## src/rtl/pipe_stage_reg.sv

```systemverilog
// Valid/ready pipeline stage register with flush, stall and a saturating stall counter.
// Define PIPE_STAGE_SKID_EN to add a one-entry skid buffer that registers the ready path.
module pipe_stage_reg #(
  parameter int DATA_W = 32,
  parameter int CTRL_W = 8,
  parameter int CNT_W  = 16
) (
  input  logic              Clock,
  input  logic              Reset,
  input  logic              in_valid,
  output logic              in_ready,
  input  logic [DATA_W-1:0] in_data,
  input  logic              Stall,
  input  logic              Flush,
  output logic              out_valid,
  input  logic              out_ready,
  output logic [DATA_W-1:0] out_data,
  output logic [CNT_W-1:0]  stall_count
);

  // Low CTRL_W bits are control; they must read as a bubble whenever the stage is empty.
  localparam logic [DATA_W-1:0] CTRL_MASK = {DATA_W{1'b1}} >> (DATA_W - CTRL_W);

  logic              main_valid;
  logic [DATA_W-1:0] main_data;
  logic              out_fire;
  logic              in_fire;

  assign out_fire  = main_valid && out_ready && !Stall && !Flush;
  assign in_fire   = in_valid && in_ready;
  assign out_valid = main_valid;
  assign out_data  = main_valid ? main_data : (main_data & ~CTRL_MASK);

  always_ff @(posedge Clock or posedge Reset) begin
    if (Reset)
      stall_count <= '0;
    else if (main_valid && !out_fire && !Flush && (stall_count != {CNT_W{1'b1}}))
      stall_count <= stall_count + CNT_W'(1);
  end

`ifdef PIPE_STAGE_SKID_EN
  logic              skid_valid;
  logic [DATA_W-1:0] skid_data;
  logic              drain;

  // Ready depends only on registered skid state, breaking the out_ready/Stall timing path.
  assign in_ready = !skid_valid && !Flush && !Reset;
  assign drain    = !main_valid || out_fire;

  always_ff @(posedge Clock or posedge Reset) begin
    if (Reset) begin
      main_valid <= 1'b0;
      main_data  <= '0;
      skid_valid <= 1'b0;
      skid_data  <= '0;
    end else if (Flush) begin
      main_valid <= 1'b0;
      skid_valid <= 1'b0;
    end else if (drain) begin
      if (skid_valid) begin
        main_valid <= 1'b1;
        main_data  <= skid_data;
        skid_valid <= 1'b0;
      end else if (in_fire) begin
        main_valid <= 1'b1;
        main_data  <= in_data;
      end else begin
        main_valid <= 1'b0;
      end
    end else if (in_fire) begin
      skid_valid <= 1'b1;
      skid_data  <= in_data;
    end
  end
`else
  assign in_ready = !Flush && !Stall && !Reset && (out_ready || !main_valid);

  always_ff @(posedge Clock or posedge Reset) begin
    if (Reset) begin
      main_valid <= 1'b0;
      main_data  <= '0;
    end else if (Flush) begin
      main_valid <= 1'b0;
    end else if (in_fire) begin
      main_valid <= 1'b1;
      main_data  <= in_data;
    end else if (out_fire) begin
      main_valid <= 1'b0;
    end
  end
`endif

endmodule

```

## config.mk

```make
export PLATFORM = sky130hd
export DESIGN_NAME = pipe_stage_reg
export DESIGN_NICKNAME = d
export VERILOG_FILES = /design/src/rtl/pipe_stage_reg.sv
export SDC_FILE = /design/constraint.sdc
export NUM_CORES = 1
export LEC_CHECK = 0
export ABC_CLOCK_PERIOD_IN_PS = 2000
export CAP_MARGIN = 25
export CORE_MARGIN = 8
export CORE_UTILIZATION = 62
export DETAILED_ROUTE_END_ITERATION = 7
export DONT_BUFFER_PORTS = 1
export PLACE_DENSITY_LB_ADDON = 0.05
export SLEW_MARGIN = 0
export SYNTH_ARGS = -nofsm -noshare
export SYNTH_HDL_FRONTEND = slang
export SYNTH_SLANG_ARGS = --single-unit
```

## constraint.sdc

```tcl
create_clock -name Clock -period 2 [get_ports Clock]
set_clock_uncertainty 0.2 [all_clocks]
set_input_delay 0.4 -clock Clock [delete_from_list [all_inputs] [get_ports Clock]]
set_output_delay 0.4 -clock Clock [all_outputs]
set_load 0.05 [all_outputs]
```

==> impl_table.tex, run 1 <==
\begin{tabular}{lr}
\hline
Metric & Value \\
\hline
\multicolumn{2}{l}{\textbf{Outcome}} \\
Result of the run & finished clean \\
\multicolumn{2}{l}{\textbf{Logic synthesis}} \\
Post-Synthesis Cell Area & 2470 um2 \\
Number of standard cells after synthesis & 181 \\
Number of unique standard cell types used by synthesis & 32 \\
Net Count, Synth & 220 \\
FF+latch count, synth & 49 \\
Fraction of the yosys area taken by sequential cells & 49.7\% \\
Yosys warning count & 0 \\
Average cell area after synthesis & 13.6 um2 \\
\multicolumn{2}{l}{\textbf{Worst setup path}} \\
Maximum fanout along the worst path & 3 \\
Critical Path RT & 1.40 ns \\
Worst reg2reg path endpoint & stall\_count[10] \\
Type of destination of the critical path & output port \\
Startpoint types & flip-flop \\
Type of the worst setup path & flip-flop to output port \\
Worst reg2reg startpoint & stall\_count[0] \\
Slack of the worst reg-to-reg path & 0.12 ns \\
Worst Reg-to-Reg Cells & 5 \\
Data arrival time of the critical path & about 1.3 ns \\
\multicolumn{2}{l}{\textbf{Hold path}} \\
Worst Hold Endpoint & main\_data[31] \\
Type of the tightest min-delay check & input port to flip-flop \\
Startpoint of the lowest-slack hold path & in\_data[31] \\
Number of cells traversed by the worst hold path & 1 \\
\multicolumn{2}{l}{\textbf{Clocking}} \\
Clock latency at the later pin of the worst-skew pair & roughly 0.3 ns \\
Post-CTS Repair Setup Buffers & 0 \\
Number of H-tree levels & 2 \\
Clk sinks & 49 \\
Clock transition at path regs & roughly 0.090 ns \\
Clock root buffer & sky130\_fd\_sc\_hd\_\_clkbuf\_8 \\
CTS tree & done \\
Number of buffers created by CTS & 5 \\
Buffer depth of the longest clock path & 2 \\
\multicolumn{2}{l}{\textbf{Detailed routing}} \\
Final ANT Viol Nets & 0 \\
Average routed wire per standard cell & 19.4 um \\
Total number of vias & $\sim$1300 \\
Vias/cell & between 5 and 6 \\
DRC errors left & 0 \\
Initial drt markers & 53 \\
Sum of routed wire length over all layers & about 4700 um \\
Pre-Repair DR Iteration Count & 4 \\
\multicolumn{2}{l}{\textbf{Timing}} \\
Period utilization & 96.9\% \\
Setup\_tns & 0 ns \\
Relative slew margins & 66.3\% \\
Slew Limit Fails & 0 \\
Final hold vios & 0 \\
Slew at the pin with the worst max-slew slack & 0.506 ns \\
Fin crit period & between 1.5 and 2 ns \\
Fmax & about 520 MHz \\
Final-layout worst hold slack & 0.0405 ns \\
Final setup violation count & 0 \\
\multicolumn{2}{l}{\textbf{Power}} \\
IR Drop Worst-Case VDD & 0.751 mV \\
Leakage power & 1.38 nW \\
Power per standard cell area & roughly 1100 nW/um2 \\
\multicolumn{2}{l}{\textbf{Run}} \\
Count of max-cap constraint violations & 0 \\
\multicolumn{2}{l}{\textbf{Global route}} \\
Number of global-route vias before repair & approximately 1400 \\
Number of antenna violations at the first check in global routing & 0 \\
Wire length of the first global-routing pass & approximately 7500 um \\
Global route overflow & 0 \\
Global routing usage summed across all routing layers & 15.2\% \\
Largest net degree at the start of global routing & 33 \\
\multicolumn{2}{l}{\textbf{Finish}} \\
N\_diodes & 0 \\
Number of nets in the layout & between 200 and 250 \\
Area added between synthesis and finish & 10.2\% \\
Most common library cell in the layout ignoring fill and taps & sky130\_fd\_sc\_hd\_\_dfrtp\_1 \\
Most frequent cells in the layout & 42 x sky130\_fd\_sc\_hd\_\_dfrtp\_1, 30 x sky130\_fd\_sc\_hd\_\_buf\_4, 29 x sky130\_fd\_sc\_hd\_\_mux2\_4 \\
Fraction of final layout cells sized beyond drive strength 1 & 48.7\% \\
\multicolumn{2}{l}{\textbf{Place}} \\
Dpl hpwl & 3600 um \\
Global placer's final weighted congestion & between 0.8 and 0.9 \\
Number of port buffers & 0 \\
\multicolumn{2}{l}{\textbf{Floorplan}} \\
Number of rows created at floorplan & 23 \\
Floorplan Core Area & 3910 um2 \\
Floorplan die width & 79.1 um \\
Die ar. & 6250 um2 \\
I/O Pins & 88 \\
Die span in y & 79.1 um \\
Initial core utilization & 63.0\% \\
\hline
\end{tabular}
## Yosys cell counts
| master | instances | area share, % |
|---|---|---|
| sky130_fd_sc_hd__a2111oi_4 | 1 | 1.1 |
| sky130_fd_sc_hd__a311oi_1 | 2 | 0.71 |
| sky130_fd_sc_hd__a31oi_1 | 2 | 0.51 |
| sky130_fd_sc_hd__and2_1 | 8 | 2.0 |
| sky130_fd_sc_hd__and2b_2 | 1 | 0.36 |
| sky130_fd_sc_hd__and4_1 | 1 | 0.36 |
| sky130_fd_sc_hd__buf_1 | 1 | 0.15 |
| sky130_fd_sc_hd__buf_4 | 25 | 7.6 |
| sky130_fd_sc_hd__buf_6 | 3 | 1.4 |
| sky130_fd_sc_hd__clkbuf_1 | 1 | 0.15 |
| sky130_fd_sc_hd__dfrtp_1 | 49 | 50 |
| sky130_fd_sc_hd__ha_1 | 1 | 0.51 |
| sky130_fd_sc_hd__inv_1 | 2 | 0.30 |
| sky130_fd_sc_hd__inv_2 | 1 | 0.15 |
| sky130_fd_sc_hd__mux2_1 | 1 | 0.46 |
| sky130_fd_sc_hd__mux2_2 | 3 | 1.4 |
| sky130_fd_sc_hd__mux2_4 | 29 | 18 |
| sky130_fd_sc_hd__nand2_1 | 8 | 1.2 |
| sky130_fd_sc_hd__nand2_2 | 1 | 0.25 |
| sky130_fd_sc_hd__nand2b_1 | 1 | 0.25 |
| sky130_fd_sc_hd__nand3_1 | 6 | 1.2 |
| sky130_fd_sc_hd__nand4_1 | 3 | 0.76 |
| sky130_fd_sc_hd__nand4_4 | 1 | 0.86 |
| sky130_fd_sc_hd__nor2_1 | 1 | 0.15 |
| sky130_fd_sc_hd__nor3_1 | 3 | 0.61 |
| sky130_fd_sc_hd__nor4_1 | 2 | 0.51 |
| sky130_fd_sc_hd__nor4_2 | 6 | 3.0 |
| sky130_fd_sc_hd__nor4b_2 | 1 | 0.61 |
| sky130_fd_sc_hd__or2_1 | 1 | 0.25 |
| sky130_fd_sc_hd__or3_4 | 1 | 0.46 |
| sky130_fd_sc_hd__xnor2_1 | 1 | 0.36 |
| sky130_fd_sc_hd__xor2_1 | 14 | 5.0 |
## logic make-up after synthesis
group	after synthesis	share of synthesized area [%]
flops	49	49.7
simple gates	45	12.9
buf+inv	33	9.74
compound gates	5	2.33
xor+xnor	15	5.32
fa+ha+maj	1	0.507
mux	33	19.5
## registers in the layout (all words and copies together), names as in the netlist
name	cells
out_valid	1
main_data	32
stall_count	16
## metrics by stage
step	setup WS [ns]	utilization [%]	cell area [um2]	power (mW)	instances
6_report	0.0624	69.5	2720	2.89	243
5_1_grt	-0.0159	69.5	2720	3.01	243
4_1_cts	0.00840	69.1	2710	2.92	243
3_5_place_dp	0.130	66.1	2590	2.24	234
3_3_place_gp	0.169	66.1	2590	2.22	234
2_1_floorplan	-0.435	-	2480	2.25	181
## metal layers
layer / global-route usage [%] / part of all wire (%)
met1: 17.5 / 40
met2: 24.8 / 50
met3: 7.11 / 9.1
met4: 3.89 / 0.93
met5: 0 / 0
## where the power goes
group	total (mW)	internal (mW)	switching (mW)	leakage, nW
registers	1.67	1.16	0.514	0.602
logic	0.537	0.270	0.267	0.727
clock network	0.677	0.371	0.306	0.0552
total	2.89	1.80	1.09	1.38
## worst max-delay path: stages, from the launching register on
cell and delay, ns:
sky130_fd_sc_hd__dfrtp_2 0.43, sky130_fd_sc_hd__a2111oi_4 0.40, sky130_fd_sc_hd__buf_6 0.21
## worst max-delay path by stage
stage,cells after the start,endpoint,slack (ns),start
6_report,2,in_ready,0.06,out_valid
5_1_grt,5,stall_count[10],-0.02,stall_count[0]
4_1_cts,2,in_ready,0.008,out_valid
3_5_place_dp,5,stall_count[1],0.13,stall_count[0]
3_3_place_gp,5,stall_count[9],0.17,stall_count[0]
2_1_floorplan,4,main_data[10],-0.43,out_valid
## final cells by class
type	count	area, um2
flip-flops and latches	49	1230
fillers	293	1190
multi-input cells	99	1020
repair buffers	34	287
clock buffers	6	72.6
well taps	50	62.6
clock inverters	2	35.0
inverters	3	11.3
## repair_timing
item / 4_1_cts / 5_1_grt
resized for setup: 0 / 2
setup endpoints to repair: 0 / 2
endpoints found under the hold margin: 18 / 0
hold buffers: 1 / 0
No activity file was read; power rests on OpenSTA's default activity.
==> run 2: changes to the inputs <==
Settings changed: ABC_CLOCK_PERIOD_IN_PS 2000 to 1680, CORE_UTILIZATION 62 to 56.
Clock period 2 ns to 1.68 ns, I/O delays scaled along.
==> impl_table.tex, run 2 (synthesis gave the netlist of run 1 again) <==
\begin{tabular}{lr}
\hline
Metric & Value \\
\hline
\multicolumn{2}{l}{\textbf{Timing}} \\
Slew Limit Fails & 0 (unchanged) \\
RSZ-0062 raised after global routing & true \\
Final hold vios & 0 (unchanged) \\
Final-layout worst hold slack & 0.159 ns (was 0.0405 ns) \\
Final setup violation count & 55 (was 0) \\
Fmax & approximately 540 MHz \\
Slew at the pin with the worst max-slew slack & 0.583 ns (was 0.506 ns) \\
Fin crit period & 1.86 ns \\
Relative slew margins & 61.1\% (was 66.3\%) \\
Period utilization & 111\% \\
Final WS setup & -0.180 ns (was 0.0624 ns) \\
Setup\_tns & -4.01 ns (was 0 ns) \\
\multicolumn{2}{l}{\textbf{Clocking}} \\
Clk sinks & 49 (unchanged) \\
Number of buffers created by CTS & 5 (unchanged) \\
Number of H-tree levels & 2 (unchanged) \\
Clock root buffer & sky130\_fd\_sc\_hd\_\_clkbuf\_8 (unchanged) \\
Buffer depth of the longest clock path & 2 (unchanged) \\
CTS tree & done (unchanged) \\
Clock transition at path regs & 0.09 ns (about the same) \\
Clock latency at the later pin of the worst-skew pair & 0.29 ns (was 0.30 ns) \\
\multicolumn{2}{l}{\textbf{Worst setup path}} \\
Worst reg2reg startpoint & stall\_count[1] (was stall\_count[0]) \\
Worst Reg-to-Reg Cells & 5 (unchanged) \\
Stages on the worst setup path & 2 (unchanged) \\
Critical Path RT & 1.14 ns (was 1.40 ns) \\
Worst reg2reg path endpoint & stall\_count[1] (was stall\_count[10]) \\
Launching instance or port of the critical path & out\_valid (unchanged) \\
Worst stage delay on the critical path & 0.45 ns (was 0.43 ns) \\
Kind of cell adding the most delay to the critical path & flip-flops (unchanged) \\
Type of destination of the critical path & output port (unchanged) \\
Data arrival time of the critical path & 1.32 ns (was 1.34 ns) \\
Cell type of the slowest stage on the worst timing path & sky130\_fd\_sc\_hd\_\_dfrtp\_2 (unchanged) \\
Startpoint types & flip-flop (unchanged) \\
Maximum fanout along the worst path & 3 (unchanged) \\
Critical path buffers and inverters & 1 (unchanged) \\
Slack of the worst reg-to-reg path & -0.13 ns (was 0.12 ns) \\
Type of the worst setup path & flip-flop to output port (unchanged) \\
Cell breakdown of the critical path & a2111oi\_4, buf\_6 (unchanged) \\
\multicolumn{2}{l}{\textbf{Power}} \\
IR Drop Worst-Case VDD & 0.788 mV (was 0.751 mV) \\
Power per standard cell area & 1010 nW/um2 (was 1060 nW/um2) \\
Final total power & 3.57 mW (was 2.89 mW) \\
Leakage power & 1.65 nW (was 1.38 nW) \\
\multicolumn{2}{l}{\textbf{Global route}} \\
Largest net degree at the start of global routing & 27 (was 33) \\
Global routing usage summed across all routing layers & 17.1\% (was 15.2\%) \\
Wire length of the first global-routing pass & 8880 um (was 7490 um) \\
Number of global-route vias before repair & 1730 (was 1419) \\
Global route overflow & 0 (unchanged) \\
Number of antenna violations at the first check in global routing & 0 (unchanged) \\
\multicolumn{2}{l}{\textbf{Outcome}} \\
Failing checks & setup timing \\
Result of the run & complete, but fails checks (was finished clean) \\
\multicolumn{2}{l}{\textbf{Detailed routing}} \\
Pre-Repair DR Iteration Count & 4 (unchanged) \\
Total number of vias & 1560 (was 1329) \\
Met2 wire length & 2860 um (was 2360 um) \\
Sum of routed wire length over all layers & 5650 um (was 4710 um) \\
Met3 wire length & 493 um (was 430 um) \\
Vias/cell & 5.25 (was 5.47) \\
DRC errors left & 0 (unchanged) \\
Top sig layer & met4 (unchanged) \\
Average routed wire per standard cell & 19.0 um (was 19.4 um) \\
Detailed-routing wirelength on met1 & 2240 um (was 1880 um) \\
Initial drt markers & 44 (was 53) \\
Final ANT Viol Nets & 0 (unchanged) \\
\multicolumn{2}{l}{\textbf{Finish}} \\
Fraction of final layout cells sized beyond drive strength 1 & 59.2\% (was 48.7\%) \\
Flip-flop count of the largest register after layout & 32 (unchanged) \\
Area added between synthesis and finish & 43.6\% (was 10.2\%) \\
Most frequent cells in the layout & 34 x sky130\_fd\_sc\_hd\_\_buf\_4, 33 x sky130\_fd\_sc\_hd\_\_dlygate4sd3\_1, 32 x sky130\_fd\_sc\_hd\_\_dfrtp\_1 (was 42 x sky130\_fd\_sc\_hd\_\_dfrtp\_1, 30 x sky130\_fd\_sc\_hd\_\_buf\_4, 29 x sky130\_fd\_sc\_hd\_\_mux2\_4) \\
Register bank with the most flops & main\_data (unchanged) \\
Number of filler cells placed in the layout & 224 (was 293) \\
N\_diodes & 0 (unchanged) \\
Number of nets in the layout & 283 (was 231) \\
Most common library cell in the layout ignoring fill and taps & sky130\_fd\_sc\_hd\_\_buf\_4 (was sky130\_fd\_sc\_hd\_\_dfrtp\_1) \\
\multicolumn{2}{l}{\textbf{Floorplan}} \\
Floorplan Core Area & 4290 um2 (was 3910 um2) \\
Floorplan die width & 82.4 um (was 79.1 um) \\
Number of rows created at floorplan & 24 (was 23) \\
Die span in y & 82.4 um (was 79.1 um) \\
Initial core utilization & 57.5\% (was 63.0\%) \\
I/O Pins & 88 (unchanged) \\
Die ar. & 6790 um2 (was 6250 um2) \\
\multicolumn{2}{l}{\textbf{Place}} \\
Global placer's final weighted congestion & 0.777 (was 0.853) \\
Number of port buffers & 0 (unchanged) \\
Dpl hpwl & 3880 um (was 3600 um) \\
\multicolumn{2}{l}{\textbf{Hold path}} \\
Type of the tightest min-delay check & input port to flip-flop (unchanged) \\
Startpoint of the lowest-slack hold path & in\_valid (was in\_data[31]) \\
Number of cells traversed by the worst hold path & 3 (was 1) \\
Worst Hold Endpoint & out\_valid (was main\_data[31]) \\
\multicolumn{2}{l}{\textbf{Run}} \\
Count of max-cap constraint violations & 0 (unchanged) \\
\hline
\end{tabular}
==> run 2: metal layers <==
metal	global-route usage (%)	up-vias
met5	0	-
met4	6.32	0
met3	3.79	4
met2	28.8	52
met1	20.9	776
li1	-	728
==> run 2: stage by stage <==
stage / worst slack [ns] / cells / utilization [%] / area [um2]
after floorplan: -0.755 / 181 / - / 2620
after global placement: -0.0699 / 250 / 68.5 / 2940
after detailed placement: -0.0988 / 250 / 68.5 / 2940
after CTS: -0.171 / 297 / 81.0 / 3480
after global routing: -0.232 / 297 / 82.5 / 3540
final: -0.180 / 297 / 82.5 / 3540
==> run 2: worst register-to-register path, cell delays in order, from the launching register on <==
cell and delay (ns):
sky130_fd_sc_hd__dfrtp_2 0.42, sky130_fd_sc_hd__ha_4 0.16, sky130_fd_sc_hd__nand3_4 0.09, sky130_fd_sc_hd__nor4_4 0.32
sky130_fd_sc_hd__a31oi_2 0.18, sky130_fd_sc_hd__mux2_1 0.33
==> run 2: worst max-delay path by stage <==
stage	endpoint	slack, ns
6_report	in_ready	-0.18
2_1_floorplan	main_data[10]	-0.75
5_1_grt	stall_count[1]	-0.23
3_3_place_gp	main_data[4]	-0.07
4_1_cts	in_ready	-0.17
3_5_place_dp	main_data[0]	-0.1
==> run 2: area by class of cell <==
| cell class | count | area [um2] | share of cell area [%] |
|---|---|---|---|
| sequential | 49 | 1250 | 35.2 |
| inverter | 3 | 15.0 | 0.424 |
| multi-input combinational | 99 | 1220 | 34.5 |
| clock buffer | 6 | 72.6 | 2.05 |
| timing repair buffer | 86 | 905 | 25.5 |
| clock inverter | 2 | 15.0 | 0.424 |
| tap | 52 | 65.1 | 1.84 |
==> run 2: what timing repair did <==
| action | in CTS | in global routing |
|---|---|---|
| pin swaps | 16 | 16 |
| hold endpoints to repair | 57 | 0 |
| endpoints found under the setup margin | 54 | 57 |
| hold buffers | 33 | 0 |
| cloned | 1 | 0 |
| buffers inserted | 5 | 0 |
| gates resized for setup | 16 | 14 |
==> run 2: where the power goes <==
part	switching [mW]	leakage, nW	internal [mW]
registers	0.652	0.586	1.38
logic	0.375	1.03	0.486
clock network	0.376	0.0374	0.294
total	1.40	1.65	2.16
==> run 3: changes to the inputs <==
Settings changed: ABC_AREA set to 1, CORE_UTILIZATION 56 to 57.
==> impl_table.tex, run 3 <==
\begin{tabular}{lr}
\hline
Metric & Value \\
\hline
\multicolumn{2}{l}{\textbf{Worst setup path}} \\
Data arrival time of the critical path & 1.15 ns (was 1.32 ns) \\
Cell type of the slowest stage on the worst timing path & sky130\_fd\_sc\_hd\_\_dfrtp\_2 (unchanged) \\
Slack of the worst reg-to-reg path & 0.06 ns (was -0.13 ns) \\
Critical Path RT & 1.14 ns (about the same) \\
Worst stage delay on the critical path & 0.44 ns (was 0.45 ns) \\
Startpoint types & flip-flop (unchanged) \\
Type of the worst setup path & flip-flop to output port (unchanged) \\
Maximum fanout along the worst path & 8 (was 3) \\
Type of destination of the critical path & output port (unchanged) \\
Cell breakdown of the critical path & buf\_6, nand2\_1, inv\_2, buf\_12 (was a2111oi\_4, buf\_6) \\
Worst Reg-to-Reg Cells & 9 (was 5) \\
Worst reg2reg path endpoint & stall\_count[9] (was stall\_count[1]) \\
Worst reg2reg startpoint & stall\_count[0] (was stall\_count[1]) \\
\multicolumn{2}{l}{\textbf{Logic synthesis}} \\
Number of unique standard cell types used by synthesis & 24 (was 32) \\
Ys flop type & sky130\_fd\_sc\_hd\_\_dfrtp\_1 (unchanged) \\
Leading cell types by count after synthesis & 132 x sky130\_fd\_sc\_hd\_\_nand2\_1, 49 x sky130\_fd\_sc\_hd\_\_dfrtp\_1, 41 x sky130\_fd\_sc\_hd\_\_nand3\_1 (was 49 x sky130\_fd\_sc\_hd\_\_dfrtp\_1, 29 x sky130\_fd\_sc\_hd\_\_mux2\_4, 25 x sky130\_fd\_sc\_hd\_\_buf\_4) \\
Fraction of the yosys area taken by sequential cells & 47.0\% (was 49.7\%) \\
Cell type with the largest total area after synthesis & sky130\_fd\_sc\_hd\_\_dfrtp\_1 (unchanged) \\
Top-area cell type share of the netlist area & 47.0\% (was 49.7\%) \\
Post-Synthesis Cell Area & 2610 um2 (was 2470 um2) \\
Average cell area after synthesis & 7.87 um2 (was 13.6 um2) \\
Number of synthesized flops with an enable pin & 0 (unchanged) \\
Yosys warning count & 0 (unchanged) \\
Number of standard cells after synthesis & 332 (was 181) \\
Most repeated cell in the gate-level netlist after synthesis & sky130\_fd\_sc\_hd\_\_nand2\_1 (was sky130\_fd\_sc\_hd\_\_dfrtp\_1) \\
Net Count, Synth & 371 (was 220) \\
Top area cells in the synthesized netlist & sky130\_fd\_sc\_hd\_\_dfrtp\_1 47\%, sky130\_fd\_sc\_hd\_\_nand2\_1 19\%, sky130\_fd\_sc\_hd\_\_nand3\_1 7.9\%, sky130\_fd\_sc\_hd\_\_buf\_4 6.9\%, sky130\_fd\_sc\_hd\_\_inv\_1 3.3\% (was sky130\_fd\_sc\_hd\_\_dfrtp\_1 50\%, sky130\_fd\_sc\_hd\_\_mux2\_4 18\%, sky130\_fd\_sc\_hd\_\_buf\_4 7.6\%, sky130\_fd\_sc\_hd\_\_xor2\_1 5.0\%, sky130\_fd\_sc\_hd\_\_nor4\_2 3.0\%) \\
FF+latch count, synth & 49 (unchanged) \\
Ys async rst share & 100\% (unchanged) \\
\multicolumn{2}{l}{\textbf{Power}} \\
Leakage power & 1.74 nW (was 1.65 nW) \\
IR Drop Worst-Case VDD & 0.952 mV (was 0.788 mV) \\
Power per standard cell area & 1080 nW/um2 (was 1010 nW/um2) \\
\multicolumn{2}{l}{\textbf{Timing}} \\
Final-layout worst hold slack & -0.0251 ns (was 0.159 ns) \\
Final setup violation count & 3 (was 55) \\
RSZ-0062 raised after global routing & true (unchanged) \\
Fin crit period & 1.69 ns (was 1.86 ns) \\
Final WS setup & -0.00647 ns (was -0.180 ns) \\
Final hold vios & 25 (was 0) \\
Slew at the pin with the worst max-slew slack & 0.607 ns (was 0.583 ns) \\
Period utilization & 100\% (was 111\%) \\
Slew Limit Fails & 0 (unchanged) \\
Relative slew margins & 59.5\% (was 61.1\%) \\
Fmax & 593 MHz (was 538 MHz) \\
\multicolumn{2}{l}{\textbf{Clocking}} \\
Clock transition at path regs & 0.10 ns (was 0.09 ns) \\
Clock root buffer & sky130\_fd\_sc\_hd\_\_clkbuf\_8 (unchanged) \\
Clock latency at the later pin of the worst-skew pair & 0.29 ns (about the same) \\
Number of H-tree levels & 2 (unchanged) \\
Clk sinks & 49 (unchanged) \\
CTS tree & done (unchanged) \\
Buffer depth of the longest clock path & 2 (unchanged) \\
Number of buffers created by CTS & 5 (unchanged) \\
Number of hold-repair buffers added at the cts stage & 33 (unchanged) \\
\multicolumn{2}{l}{\textbf{Finish}} \\
N\_diodes & 0 (unchanged) \\
Most frequent cells in the layout & 127 x sky130\_fd\_sc\_hd\_\_nand2\_1, 47 x sky130\_fd\_sc\_hd\_\_dfrtp\_1, 40 x sky130\_fd\_sc\_hd\_\_nand3\_1 (was 34 x sky130\_fd\_sc\_hd\_\_buf\_4, 33 x sky130\_fd\_sc\_hd\_\_dlygate4sd3\_1, 32 x sky130\_fd\_sc\_hd\_\_dfrtp\_1) \\
Fraction of final layout cells sized beyond drive strength 1 & 25.3\% (was 59.2\%) \\
Number of nets in the layout & 427 (was 283) \\
Register bank with the most flops & main\_data (unchanged) \\
Area added between synthesis and finish & 33.3\% (was 43.6\%) \\
Flip-flop count of the largest register after layout & 32 (unchanged) \\
Final cell count without fillers & 440 (was 297) \\
FF/Latch Area & 1230 um2 (was 1250 um2) \\
Most common library cell in the layout ignoring fill and taps & sky130\_fd\_sc\_hd\_\_nand2\_1 (was sky130\_fd\_sc\_hd\_\_buf\_4) \\
Area occupied by multi-input gates & 1070 um2 (was 1220 um2) \\
Number of filler cells placed in the layout & 296 (was 224) \\
\multicolumn{2}{l}{\textbf{Global route}} \\
Largest net degree at the start of global routing & 50 (was 27) \\
Global routing usage summed across all routing layers & 20.5\% (was 17.1\%) \\
Global route overflow & 0 (unchanged) \\
Wire length of the first global-routing pass & 11900 um (was 8880 um) \\
Number of global-route vias before repair & 2336 (was 1730) \\
Number of antenna violations at the first check in global routing & 0 (unchanged) \\
\multicolumn{2}{l}{\textbf{Detailed routing}} \\
Average routed wire per standard cell & 17.0 um (was 19.0 um) \\
Final ANT Viol Nets & 0 (unchanged) \\
Sum of routed wire length over all layers & 7470 um (was 5650 um) \\
DRC errors left & 0 (unchanged) \\
Met2 wire length & 3490 um (was 2860 um) \\
Vias/cell & 5.32 (was 5.25) \\
Total number of vias & 2342 (was 1560) \\
Pre-Repair DR Iteration Count & 5 (was 4) \\
Top sig layer & met4 (unchanged) \\
Met3 wire length & 717 um (was 493 um) \\
Initial drt markers & 162 (was 44) \\
Detailed-routing wirelength on met1 & 3180 um (was 2240 um) \\
\multicolumn{2}{l}{\textbf{Floorplan}} \\
I/O Pins & 88 (unchanged) \\
Floorplan die width & 83.7 um (was 82.4 um) \\
Die span in y & 83.7 um (was 82.4 um) \\
Number of rows created at floorplan & 24 (unchanged) \\
Floorplan Core Area & 4380 um2 (was 4290 um2) \\
Die ar. & 7000 um2 (was 6790 um2) \\
Initial core utilization & 59.6\% (was 57.5\%) \\
\multicolumn{2}{l}{\textbf{Hold path}} \\
Startpoint of the lowest-slack hold path & in\_valid (unchanged) \\
Worst Hold Endpoint & main\_data[29] (was out\_valid) \\
Number of cells traversed by the worst hold path & 2 (was 3) \\
Type of the tightest min-delay check & input port to flip-flop (unchanged) \\
\multicolumn{2}{l}{\textbf{Place}} \\
Dpl hpwl & 4730 um (was 3880 um) \\
Placed Cells incl. Taps & 387 (was 250) \\
Global placer's final weighted congestion & 0.864 (was 0.777) \\
Number of port buffers & 0 (unchanged) \\
Pre-CTS setup slack & 0.0524 ns (was -0.0988 ns) \\
\multicolumn{2}{l}{\textbf{Run}} \\
Count of max-cap constraint violations & 0 (unchanged) \\
\multicolumn{2}{l}{\textbf{Outcome}} \\
Result of the run & complete, but fails checks (unchanged) \\
Failing checks & hold timing, setup timing (was setup timing) \\
\hline
\end{tabular}
run 3: cell count changes in the layout (fill, tap and decap cells not counted), moves of 5 or more:
cell,change
sky130_fd_sc_hd__dfrtp_1,+15
sky130_fd_sc_hd__inv_1,+13
sky130_fd_sc_hd__dfrtp_2,-15
sky130_fd_sc_hd__inv_2,+9
sky130_fd_sc_hd__buf_6,-6
sky130_fd_sc_hd__mux2_4,-29
sky130_fd_sc_hd__nand3_1,+36
sky130_fd_sc_hd__nor2_1,+12
sky130_fd_sc_hd__nand2_1,+119
sky130_fd_sc_hd__nand2_2,+5
sky130_fd_sc_hd__xor2_1,-12
sky130_fd_sc_hd__nor4_4,-8
sky130_fd_sc_hd__and2_4,-8
sky130_fd_sc_hd__o21ai_2,+5
run 3: through the flow:
stage          utilization, %  power (mW)  cell area [um2]  setup TNS (ns)  hold WS, ns
2_1_floorplan               -        2.77             2630          -17.06        0.180
3_3_place_gp             65.2        2.91             2860               0        0.254
3_5_place_dp             65.2        2.94             2860               0        0.263
4_1_cts                  76.7        3.71             3360          -0.135      -0.0386
5_1_grt                  79.4        3.94             3480          -0.379      -0.0332
6_report                 79.4        3.77             3480         -0.0127      -0.0251
run 3: cell families after synthesis:
group / after synthesis / synth area share, %
fa+ha+maj: 1 / 0.479
buf+inv: 62 / 13.3
flops: 49 / 47.0
xor+xnor: 6 / 2.01
simple gates: 202 / 33.3
compound gates: 12 / 3.98
run 3: worst max-delay path by stage:
stage | startpoint | slack (ns) | to
global placement | stall_count[1] | 0.09 | stall_count[9]
global route | out_valid | -0.05 | out_data[7]
detailed placement | stall_count[1] | 0.05 | stall_count[9]
finish | out_valid | -0.006 | out_data[7]
CTS | out_valid | -0.02 | out_data[7]
floorplan | Reset | -0.37 | in_ready
run 3: critical path: cells and delay by family (launching register included):
kind	cells	cell delay, ns
AND/OR/NAND/NOR	1	0.08
buffers and inverters	3	0.33
flip-flops	1	0.44
run 3: area by class of cell:
cell class / count / area share [%]
Inverter: 25 / 2.80
Timing Repair Buffer: 86 / 26.8
Sequential cell: 49 / 35.3
Multi-Input combinational cell: 221 / 30.8
Clock buffer: 5 / 1.98
Clock inverter: 2 / 0.467
Tap cell: 52 / 1.87
run 3: layer usage:
layer / vias up / track usage [%]
met4: 0 / 5.97
li1: 1124 / -
met2: 103 / 32.1
met3: 11 / 7.32
met5: - / 0
met1: 1104 / 25.7
run 3: power breakdown:
part / switching [mW] / internal [mW] / total, mW / leakage, nW
Combinational: 0.680 / 0.430 / 1.11 / 1.08
Clock: 0.393 / 0.288 / 0.681 / 0.0402
Sequential: 0.590 / 1.39 / 1.98 / 0.618
run 3: timing repair:
| item | in CTS | in global routing |
|---|---|---|
| endpoints found under the setup margin | 9 | 25 |
| hold endpoints to repair | 82 | 21 |
| pin swaps | 3 | 5 |
| buffers inserted | 2 | 8 |
| gates resized for setup | 11 | 11 |
| cloned | 2 | 1 |
